<file path="config.mk">
export PLATFORM = sky130hd
export DESIGN_NAME = filter_mode_ctrl
export DESIGN_NICKNAME = d
export VERILOG_FILES = /design/src/rtl/filter_mode_ctrl.sv
export SDC_FILE = /design/constraint.sdc
export NUM_CORES = 1
export LEC_CHECK = 0
export CORE_AREA = 2 2 78 80
export CTS_CLUSTER_DIAMETER = 200
export DETAILED_ROUTE_END_ITERATION = 7
export DIE_AREA = 0 0 80 82
export PLACE_DENSITY = 0.71
export SETUP_SLACK_MARGIN = 0.02
export SYNTH_ARGS = -nofsm -noshare
export SYNTH_HDL_FRONTEND = slang
export SYNTH_SLANG_ARGS = --single-unit
</file>
<file path="constraint.sdc">
create_clock -name clk -period 2.3 [get_ports clk]
set_input_delay 0.345 -clock clk [delete_from_list [all_inputs] [get_ports clk]]
set_output_delay 0.345 -clock clk [all_outputs]
set_load 0.01 [all_outputs]
</file>
<file path="src/rtl/filter_mode_ctrl.sv">
// filter_mode_ctrl: debounced switch -> validated filter mode, applied only on a vsync rising edge.
// Optional auto-cycle on sw=4'hF when FILTER_AUTO_CYCLE_EN is defined.
//   state   | meaning
//   RUN     | o_mode matches request, watching for a new request
//   PENDING | validated request waiting for the next frame boundary
//   HOLD    | mode just changed, waiting MIN_HOLD_FRAMES vsync edges
module filter_mode_ctrl #(
  parameter logic [15:0] DEBOUNCE_CYCLES = 16'd50000,
  parameter logic [3:0]  NUM_MODES       = 4'd4,
  parameter logic [3:0]  MIN_HOLD_FRAMES = 4'd2,
  parameter logic [7:0]  AUTO_FRAMES     = 8'd60
) (
  input  logic        clk,
  input  logic        n_rst,
  input  logic        i_vid_vsync,
  input  logic        i_vid_VDE,
  input  logic [3:0]  sw,
  output logic [3:0]  o_mode,
  output logic        o_mode_change,
  output logic        o_pending,
  output logic [15:0] o_frame_cnt,
  output logic        o_in_blank
);

  typedef enum logic [1:0] {RUN, PENDING, HOLD} state_t;

  localparam logic [15:0] DB_LAST = DEBOUNCE_CYCLES - 16'd1;

  logic [3:0]  sync1, sync2, cand, stable;
  logic [15:0] db_cnt;
  logic        vsync_d, vs_edge;
  logic [3:0]  valid_mode, req_mode;
  state_t      state, state_nx;
  logic [3:0]  hold_cnt, hold_nx, mode_nx;
  logic        pending_nx, change_nx;

  // Debounce timer counts down from DB_LAST; stable follows cand once it hits zero.
  always_ff @(posedge clk or negedge n_rst) begin
    if (!n_rst) begin
      sync1  <= 4'd0;
      sync2  <= 4'd0;
      cand   <= 4'd0;
      stable <= 4'd0;
      db_cnt <= 16'd0;
    end else begin
      sync1 <= sw;
      sync2 <= sync1;
      if (sync2 != cand) begin
        cand   <= sync2;
        db_cnt <= DB_LAST;
      end else if (db_cnt != 16'd0) begin
        db_cnt <= db_cnt - 16'd1;
      end
      if (db_cnt == 16'd0) stable <= cand;
    end
  end

  assign vs_edge = i_vid_vsync & ~vsync_d;

  always_ff @(posedge clk or negedge n_rst) begin
    if (!n_rst) begin
      vsync_d     <= 1'b0;
      o_frame_cnt <= 16'd0;
      o_in_blank  <= 1'b0;
    end else begin
      vsync_d    <= i_vid_vsync;
      o_in_blank <= ~i_vid_VDE;
      if (vs_edge) o_frame_cnt <= o_frame_cnt + 16'd1;
    end
  end

  assign valid_mode = (stable < NUM_MODES) ? stable : 4'd0;

`ifdef FILTER_AUTO_CYCLE_EN
  localparam logic [7:0] AUTO_LAST = AUTO_FRAMES - 8'd1;

  logic [3:0] auto_mode;
  logic [7:0] auto_left;

  always_ff @(posedge clk or negedge n_rst) begin
    if (!n_rst) begin
      auto_mode <= 4'd1;
      auto_left <= AUTO_LAST;
    end else if (stable != 4'hF) begin
      auto_mode <= 4'd1;
      auto_left <= AUTO_LAST;
    end else if (vs_edge) begin
      if (auto_left == 8'd0) begin
        auto_left <= AUTO_LAST;
        auto_mode <= (auto_mode >= NUM_MODES - 4'd1) ? 4'd1 : auto_mode + 4'd1;
      end else begin
        auto_left <= auto_left - 8'd1;
      end
    end
  end

  assign req_mode = (stable == 4'hF) ? auto_mode : valid_mode;
`else
  logic unused_auto;
  assign unused_auto = ^AUTO_FRAMES;
  assign req_mode    = valid_mode;
`endif

  always_ff @(posedge clk or negedge n_rst) begin
    if (!n_rst) begin
      state         <= RUN;
      o_mode        <= 4'd0;
      o_pending     <= 1'b0;
      o_mode_change <= 1'b0;
      hold_cnt      <= 4'd0;
    end else begin
      state         <= state_nx;
      o_mode        <= mode_nx;
      o_pending     <= pending_nx;
      o_mode_change <= change_nx;
      hold_cnt      <= hold_nx;
    end
  end

  always_comb begin
    state_nx   = state;
    mode_nx    = o_mode;
    pending_nx = o_pending;
    change_nx  = 1'b0;
    hold_nx    = hold_cnt;
    case (state)
      RUN: begin
        if (req_mode != o_mode) begin
          state_nx   = PENDING;
          pending_nx = 1'b1;
        end
      end
      PENDING: begin
        if (req_mode == o_mode) begin
          state_nx   = RUN;
          pending_nx = 1'b0;
        end else if (vs_edge) begin
          state_nx   = HOLD;
          mode_nx    = req_mode;
          change_nx  = 1'b1;
          pending_nx = 1'b0;
          hold_nx    = MIN_HOLD_FRAMES;
        end
      end
      HOLD: begin
        // Hold timer counts vsync edges down; RUN picks up any queued request afterwards.
        if (hold_cnt == 4'd0) state_nx = RUN;
        else if (vs_edge) hold_nx = hold_cnt - 4'd1;
      end
      default: begin
        state_nx   = RUN;
        pending_nx = 1'b0;
      end
    endcase
  end

endmodule

</file>
==> key figures, run 1 <==
Status
  – Status: finished, final reports clean

Timing
  – Final period util: 85.9%
  – Final hold violations: 0
  – PnR worst setup slack: 323 ps
  – RSZ-0062 raised after global routing: false
  – Setup TNS: 0 ps
  – Setup violations, final: 0
  – Max-slew violation count: 0
  – Achievable Freq: 506 MHz
  – Hold Slack: 31.9 ps
  – Slew @ Worst Pin: 634 ps
  – Slew margin rel.: 57.7%
  – Clock Skew: 8.09 ps
  – Final Critical Period: 1980 ps

Routing
  – Post-Route WL: 5.00 mm
  – DRC: 0
  – DRT iter0 DRCs: 129
  – Via count: 1966
  – Detail Route Antenna Nets: 0
  – DRT Pass-1 Iters: 4
  – WL/cell: 13.5 um
  – Vias per cell: 5.30

Critical path
  – Critical path capture point type: flip-flop
  – Startpoint Class: flip-flop
  – Critical Path RT: 2520 ps
  – Max FO, Critical Path: 6
  – Type of the worst setup path: flip-flop to flip-flop
  – WP data arrival: 2190 ps

CTS
  – Post-CTS sizing: 0
  – Clk pin slew, worst setup/hold paths: 70 ps
  – Setup bufs post-CTS: 0
  – Max clock buf depth: 2
  – H-tree depth: 3
  – Cts bufs inserted: 9
  – CTS Root Cell: clkbuf_8
  – Clock tree from TritonCTS: yes
  – CTS Hold Buffers Added: 0
  – Clock Sinks: 62
  – Clk_lat worst skew: 330 ps

GRT
  – Global-route wire length before repair: 8.59 mm
  – Initial antenna violation count: 0
  – GRT overflow: 0
  – Vias in the first global route: 1862
  – Tot GR Track Use: 17.4%
  – Pin count of the biggest net entering global routing: 35

Floorplan
  – Starting density of the core: 48.8%
  – Core Area: 5750 um2
  – I/O pin count: 31
  – Die Area: 6560 um2
  – Die Width: 80 um
  – Die H: 82 um
  – Row Count: 28

Synthesis
  – Distinct cells, synth: 46
  – Synth Warn #: 0
  – Post-synth EDFFs: 0
  – Count of state elements after synthesis: 62
  – Cell taking the most area after synthesis: dfrtp_1
  – Average size of a mapped cell: 11.0 um2
  – Synth top area share: 55.3%
  – Post-synthesis instance total: 255
  – Synthesized area: 2810 um2
  – Synth Flop Type: dfrtp_1
  – Async set-or-reset flop fraction in the synthesized netlist: 100%
  – Largest cells by area after synthesis: dfrtp_1 55%, xnor2_1 5.0%, nand2_1 2.9%
  – Net Count, Synth: 266
  – Sequential share of the synthesized area: 55.3%

Layout
  – # nets final: 302
  – Final core area utilization: 59.0%
  – Commonest non-fill, non-tap cell in the layout: dfrtp_1
  – Most frequent cells in the layout: 62 x dfrtp_1, 29 x clkdlybuf4s50_1, 22 x nand2_1
  – # diodes: 0
  – Fillers: 501
  – Area Growth Syn to Fin: 20.7%
  – Fraction of layout cells with a size suffix above 1: 10.8%

Placed design
  – Post-place setup slack: 341 ps
  – Port Buffers: 30
  – DP Wirelength: 3.48 mm
  – Gpl congestion: 0.785

Power
  – Comb pwr share: 10.2%
  – Max VDD drop: 454 uV
  – Pleak: 0.00138 uW
  – Clock share of power: 38.5%
  – Sw frac: 24.4%
  – Pwr/cell area: 696 nW/um2
  – Cell Int Power: 1780 uW
  – Switching pwr: 576 uW
  – Seq pwr share: 51.3%

Job
  – Maxcap violations: 0

Min path
  – HP Class: primary input to async pin
## cell families after synthesis
kind of cell,after synthesis,synth area share [%]
AOI/OAI and AO/OA,40,9.72
xor gates and xnor gates,21,6.55
adders and majority gates,3,1.34
buffers and inverters,18,2.50
DFF,62,55.3
muxes,14,5.26
and+or+nand+nor,97,19.3
## sequential cells by signal, indices dropped and copies added, names as in the netlist
name / count
cand: 4
db_cnt: 16
hold_cnt: 4
o_frame_cnt: 16
o_in_blank: 1
o_mode: 4
o_mode_change: 1
o_pending: 1
stable: 4
state: 2
sync1: 4
sync2: 4
vsync_d: 1
## worst max-delay path, cell delays in order, from the launching register on
cell and delay (ps):
dfrtp_1 410, inv_1 90, ha_1 160, nor3b_2 330, nand3_1 220, nor2_2 300
mux2_2 370
## stage by stage
| step | total power [uW] | instance area, um2 | std cells |
|---|---|---|---|
| 2_1_floorplan | 1330 | 2810 | 255 |
| 3_3_place_gp | 1470 | 3210 | 355 |
| 3_5_place_dp | 1480 | 3210 | 355 |
| 4_1_cts | 2390 | 3390 | 371 |
| 5_1_grt | 2480 | 3390 | 371 |
| 6_report | 2360 | 3390 | 371 |
## layout make-up
class                           count  area [um2]  share of cell area [%]
Clock inverter                      4        47.5                    1.40
Multi-Input combinational cell    175        1180                    35.0
Timing Repair Buffer               35         345                    10.2
Inverter                            8        30.0                   0.886
Sequential cell                    62        1550                    45.8
Tap cell                           75        93.8                    2.77
Clock buffer                       12         135                    3.99
## metal layers
metal	vias up	share of wire, %	global-route usage [%]
met5	-	0	0
met4	0	1.6	7.46
met3	8	3.4	5.49
met2	37	48	27.3
met1	946	47	22.4
li1	975	-	-
## Yosys cell counts (2+ instances only)
| master | count |
|---|---|
| dfrtp_1 | 62 |
| nand2_1 | 22 |
| xnor2_1 | 16 |
| nor2_1 | 14 |
| o21ai_0 | 11 |
| clkbuf_1 | 8 |
| inv_1 | 8 |
| mux2i_1 | 8 |
| nand3_1 | 8 |
| nor3_1 | 8 |
| a21oi_1 | 7 |
| nand2b_1 | 7 |
| mux2_2 | 6 |
| nand4_1 | 6 |
| and2_1 | 5 |
| nor2b_1 | 5 |
| xor2_1 | 5 |
| and4_1 | 4 |
| nor3b_1 | 4 |
| a211oi_1 | 3 |
| a31o_2 | 3 |
| ha_1 | 3 |
| a2111oi_1 | 2 |
| a21o_1 | 2 |
| a32o_1 | 2 |
| and3_1 | 2 |
| buf_2 | 2 |
| nand3b_1 | 2 |
| o21ai_1 | 2 |
| o31ai_1 | 2 |
## path summary, 6_finish.rpt
kind | slack (ps) | cells after the start | to | start
max in group asynchronous | 1660 | 2 | o_frame_cnt[7] | n_rst
setup reg to reg | 320 | 6 | stable[0] | db_cnt[0]
hold reg to reg | 350 | 0 | sync2[0] | sync1[0]
min in group clk | 350 | 0 | sync2[0] | sync1[0]
setup / recovery | 320 | 6 | stable[0] | db_cnt[0]
hold / removal | 30 | 1 | stable[2] | n_rst
## power groups by stage
stage / sequential (uW) / combinational [uW] / clock [uW]
after floorplan: 1240 / 85.6 / 0
after global placement: 1230 / 244 / 0
after detailed placement: 1230 / 247 / 0
after CTS: 1210 / 247 / 932
after global routing: 1220 / 273 / 985
final: 1210 / 241 / 908
Power figures use the tool's default switching activity.
==> run 2, diff against run 1 <==
--- a/config.mk
+++ b/config.mk
@@ -9,8 +9,9 @@
 export CTS_CLUSTER_DIAMETER = 200
 export DETAILED_ROUTE_END_ITERATION = 7
 export DIE_AREA = 0 0 80 82
-export PLACE_DENSITY = 0.71
+export PLACE_DENSITY = 0.74
 export SETUP_SLACK_MARGIN = 0.02
 export SYNTH_ARGS = -nofsm -noshare
 export SYNTH_HDL_FRONTEND = slang
 export SYNTH_SLANG_ARGS = --single-unit
+export TNS_END_PERCENT = 100
==> constraint.sdc (replaced) <==
create_clock -name clk -period 1.8 [get_ports clk]
set_input_delay 0.27 -clock clk [delete_from_list [all_inputs] [get_ports clk]]
set_output_delay 0.27 -clock clk [all_outputs]
set_load 0.01 [all_outputs]
==> key figures, run 2 (synthesized netlist as in run 1, its figures left out) <==
Layout
  – Final core area utilization: 65.3% (was 59.0%)
  – Layout Cells excl Fill: 393 (was 371)
  – Commonest non-fill, non-tap cell in the layout: dfrtp_1 (unchanged)
  – Area Growth Syn to Fin: 33.7% (was 20.7%)
  – # nets final: 325 (was 302)
  – # diodes: 0 (unchanged)
  – Most frequent cells in the layout: 62 x dfrtp_1, 29 x clkdlybuf4s50_1, 24 x buf_4 (was 62 x dfrtp_1, 29 x clkdlybuf4s50_1, 22 x nand2_1)
  – Largest registers: db_cnt: 16 flops, o_frame_cnt: 16 flops (unchanged)
  – Final instance area: 3750 um2 (was 3390 um2)
  – Fraction of layout cells with a size suffix above 1: 23.9% (was 10.8%)

GRT
  – Tot GR Track Use: 18.6% (was 17.4%)
  – GRT overflow: 0 (unchanged)
  – Vias in the first global route: 2119 (was 1862)
  – Global-route wire length before repair: 9.32 mm (was 8.59 mm)
  – Pin count of the biggest net entering global routing: 63 (was 35)
  – Initial antenna violation count: 0 (unchanged)

Status
  – Status: finished, final reports clean (unchanged)

Routing
  – DRC: 0 (unchanged)
  – DRT Pass-1 Iters: 4 (unchanged)
  – Post-Route WL: 5.86 mm (was 5.00 mm)
  – WL/cell: 14.9 um (was 13.5 um)
  – Via count: 2131 (was 1966)
  – Vias per cell: 5.42 (was 5.30)
  – DRT iter0 DRCs: 118 (was 129)
  – Detail Route Antenna Nets: 0 (unchanged)

Power
  – Pleak: 0.00155 uW (was 0.00138 uW)
  – Pwr/cell area: 865 nW/um2 (was 696 nW/um2)
  – Total Power: 3250 uW (was 2360 uW)
  – Max VDD drop: 574 uV (was 454 uV)

Placed design
  – DP Wirelength: 3.76 mm (was 3.48 mm)
  – Gpl congestion: 0.809 (was 0.785)
  – Number of instances in the placed design: 373 (was 355)
  – Post-place setup slack: -82.9 ps (was 341 ps)
  – Placed cell areas: 3340 um2 (was 3210 um2)
  – Port Buffers: 30 (unchanged)

CTS
  – Clock Sinks: 62 (unchanged)
  – Max clock buf depth: 2 (unchanged)
  – Clk_lat worst skew: 330 ps (about the same)
  – Clk pin slew, worst setup/hold paths: 70 ps (about the same)
  – Cts bufs inserted: 9 (unchanged)
  – Clock tree from TritonCTS: yes (unchanged)
  – CTS Root Cell: clkbuf_8 (unchanged)
  – H-tree depth: 3 (unchanged)

Min path
  – HP Class: flip-flop to flip-flop (was primary input to async pin)

Timing
  – Max-slew violation count: 0 (unchanged)
  – Final hold violations: 0 (unchanged)
  – Setup violations, final: 0 (unchanged)
  – Achievable Freq: 564 MHz (was 506 MHz)
  – Slew margin rel.: 74.6% (was 57.7%)
  – PnR worst setup slack: 26.8 ps (was 323 ps)
  – Final period util: 98.5% (was 85.9%)
  – Clock Skew: 4.83 ps (was 8.09 ps)
  – RSZ-0062 raised after global routing: true (was false)
  – Final Critical Period: 1770 ps (was 1980 ps)
  – Slew @ Worst Pin: 381 ps (was 634 ps)

Critical path
  – Critical path's largest stage delay: 410 ps (about the same)
  – Crit path cell chain: inv_2, ha_4, nor3b_4, nand3_2, nor2_4, mux2_4 (was inv_1, ha_1, nor3b_2, nand3_1, nor2_2, mux2_2)
  – Type of the worst setup path: flip-flop to flip-flop (unchanged)
  – Startpoint Class: flip-flop (unchanged)
  – Top delay family on crit path: simple AND/OR/NAND/NOR gates (unchanged)
  – Slowest-stage cell, CP: dfrtp_1 (unchanged)
  – Critical Path RT: 2020 ps (was 2520 ps)
  – Buf+Inv Stages, Crit Path: 1 (unchanged)
  – Max FO, Critical Path: 5 (was 6)
  – WP data arrival: 1990 ps (was 2190 ps)
  – Critical path capture point type: flip-flop (unchanged)

Floorplan
  – I/O pin count: 31 (unchanged)
  – Die Width: 80 um (unchanged)
  – Core Area: 5750 um2 (unchanged)
  – Row Count: 28 (unchanged)
  – Die Area: 6560 um2 (unchanged)
  – Starting density of the core: 48.8% (unchanged)
  – Die H: 82 um (unchanged)

Job
  – Maxcap violations: 0 (unchanged)
run 2: changes by cell type in the layout (fill, tap and decap cells not counted), sizes merged:
cell         previous run  this run
dlygate4sd3             0         1
bufinv                  1         2
clkinvlp                1         0
buf                     6        28
clkbuf                 12        11
run 2: routing by layer:
| metal | up-vias | wire [um] | global-route usage, % | share of wire, % |
|---|---|---|---|---|
| met3 | 11 | 192 | 4.40 | 3.3 |
| met1 | 1060 | 2590 | 22.7 | 44 |
| met4 | 0 | 76 | 9.32 | 1.3 |
| met2 | 42 | 3010 | 30.9 | 51 |
| li1 | 1018 | - | - | - |
| met5 | - | 0 | 0 | 0 |
run 2: metrics by stage:
step / hold WS (ps) / TNS, ps
final: 350 / 0
after global placement: 305 / -88.9
after floorplan: -25.6 / 0
after detailed placement: 305 / -795
after global routing: 359 / -349
after CTS: 355 / 0
run 2: report_power, final:
group / total, uW / switching (uW) / internal (uW)
registers: 1550 / 78.9 / 1470
logic: 329 / 143 / 186
clock network: 1370 / 530 / 843
run 2: worst paths after layout:
check	startpoint	end	slack (ps)	cells after the start
setup reg to reg	db_cnt[1]	stable[3]	30	6
min in group asynchronous	n_rst	sync2[0]	470	3
setup / recovery	db_cnt[1]	stable[3]	30	6
hold reg to reg	sync1[3]	sync2[3]	350	0
hold / removal	sync1[3]	sync2[3]	350	0
max in group asynchronous	n_rst	o_frame_cnt[8]	1060	3
run 2: what timing repair did:
action,in CTS,in global routing
endpoints found under the hold margin,62,0
pin swaps,0,6
gates resized for setup,9,25
hold buffers,1,0
setup endpoints to repair,14,24
buffers inserted,1,4
run 2: cell type report:
cell class | instances | area [um2]
clock inverters | 4 | 70.1
repair buffers | 58 | 528
inverters | 8 | 30.0
well taps | 75 | 93.8
multi-input cells | 175 | 1330
fillers | 446 | 1990
flip-flops and latches | 62 | 1550
clock buffers | 11 | 151
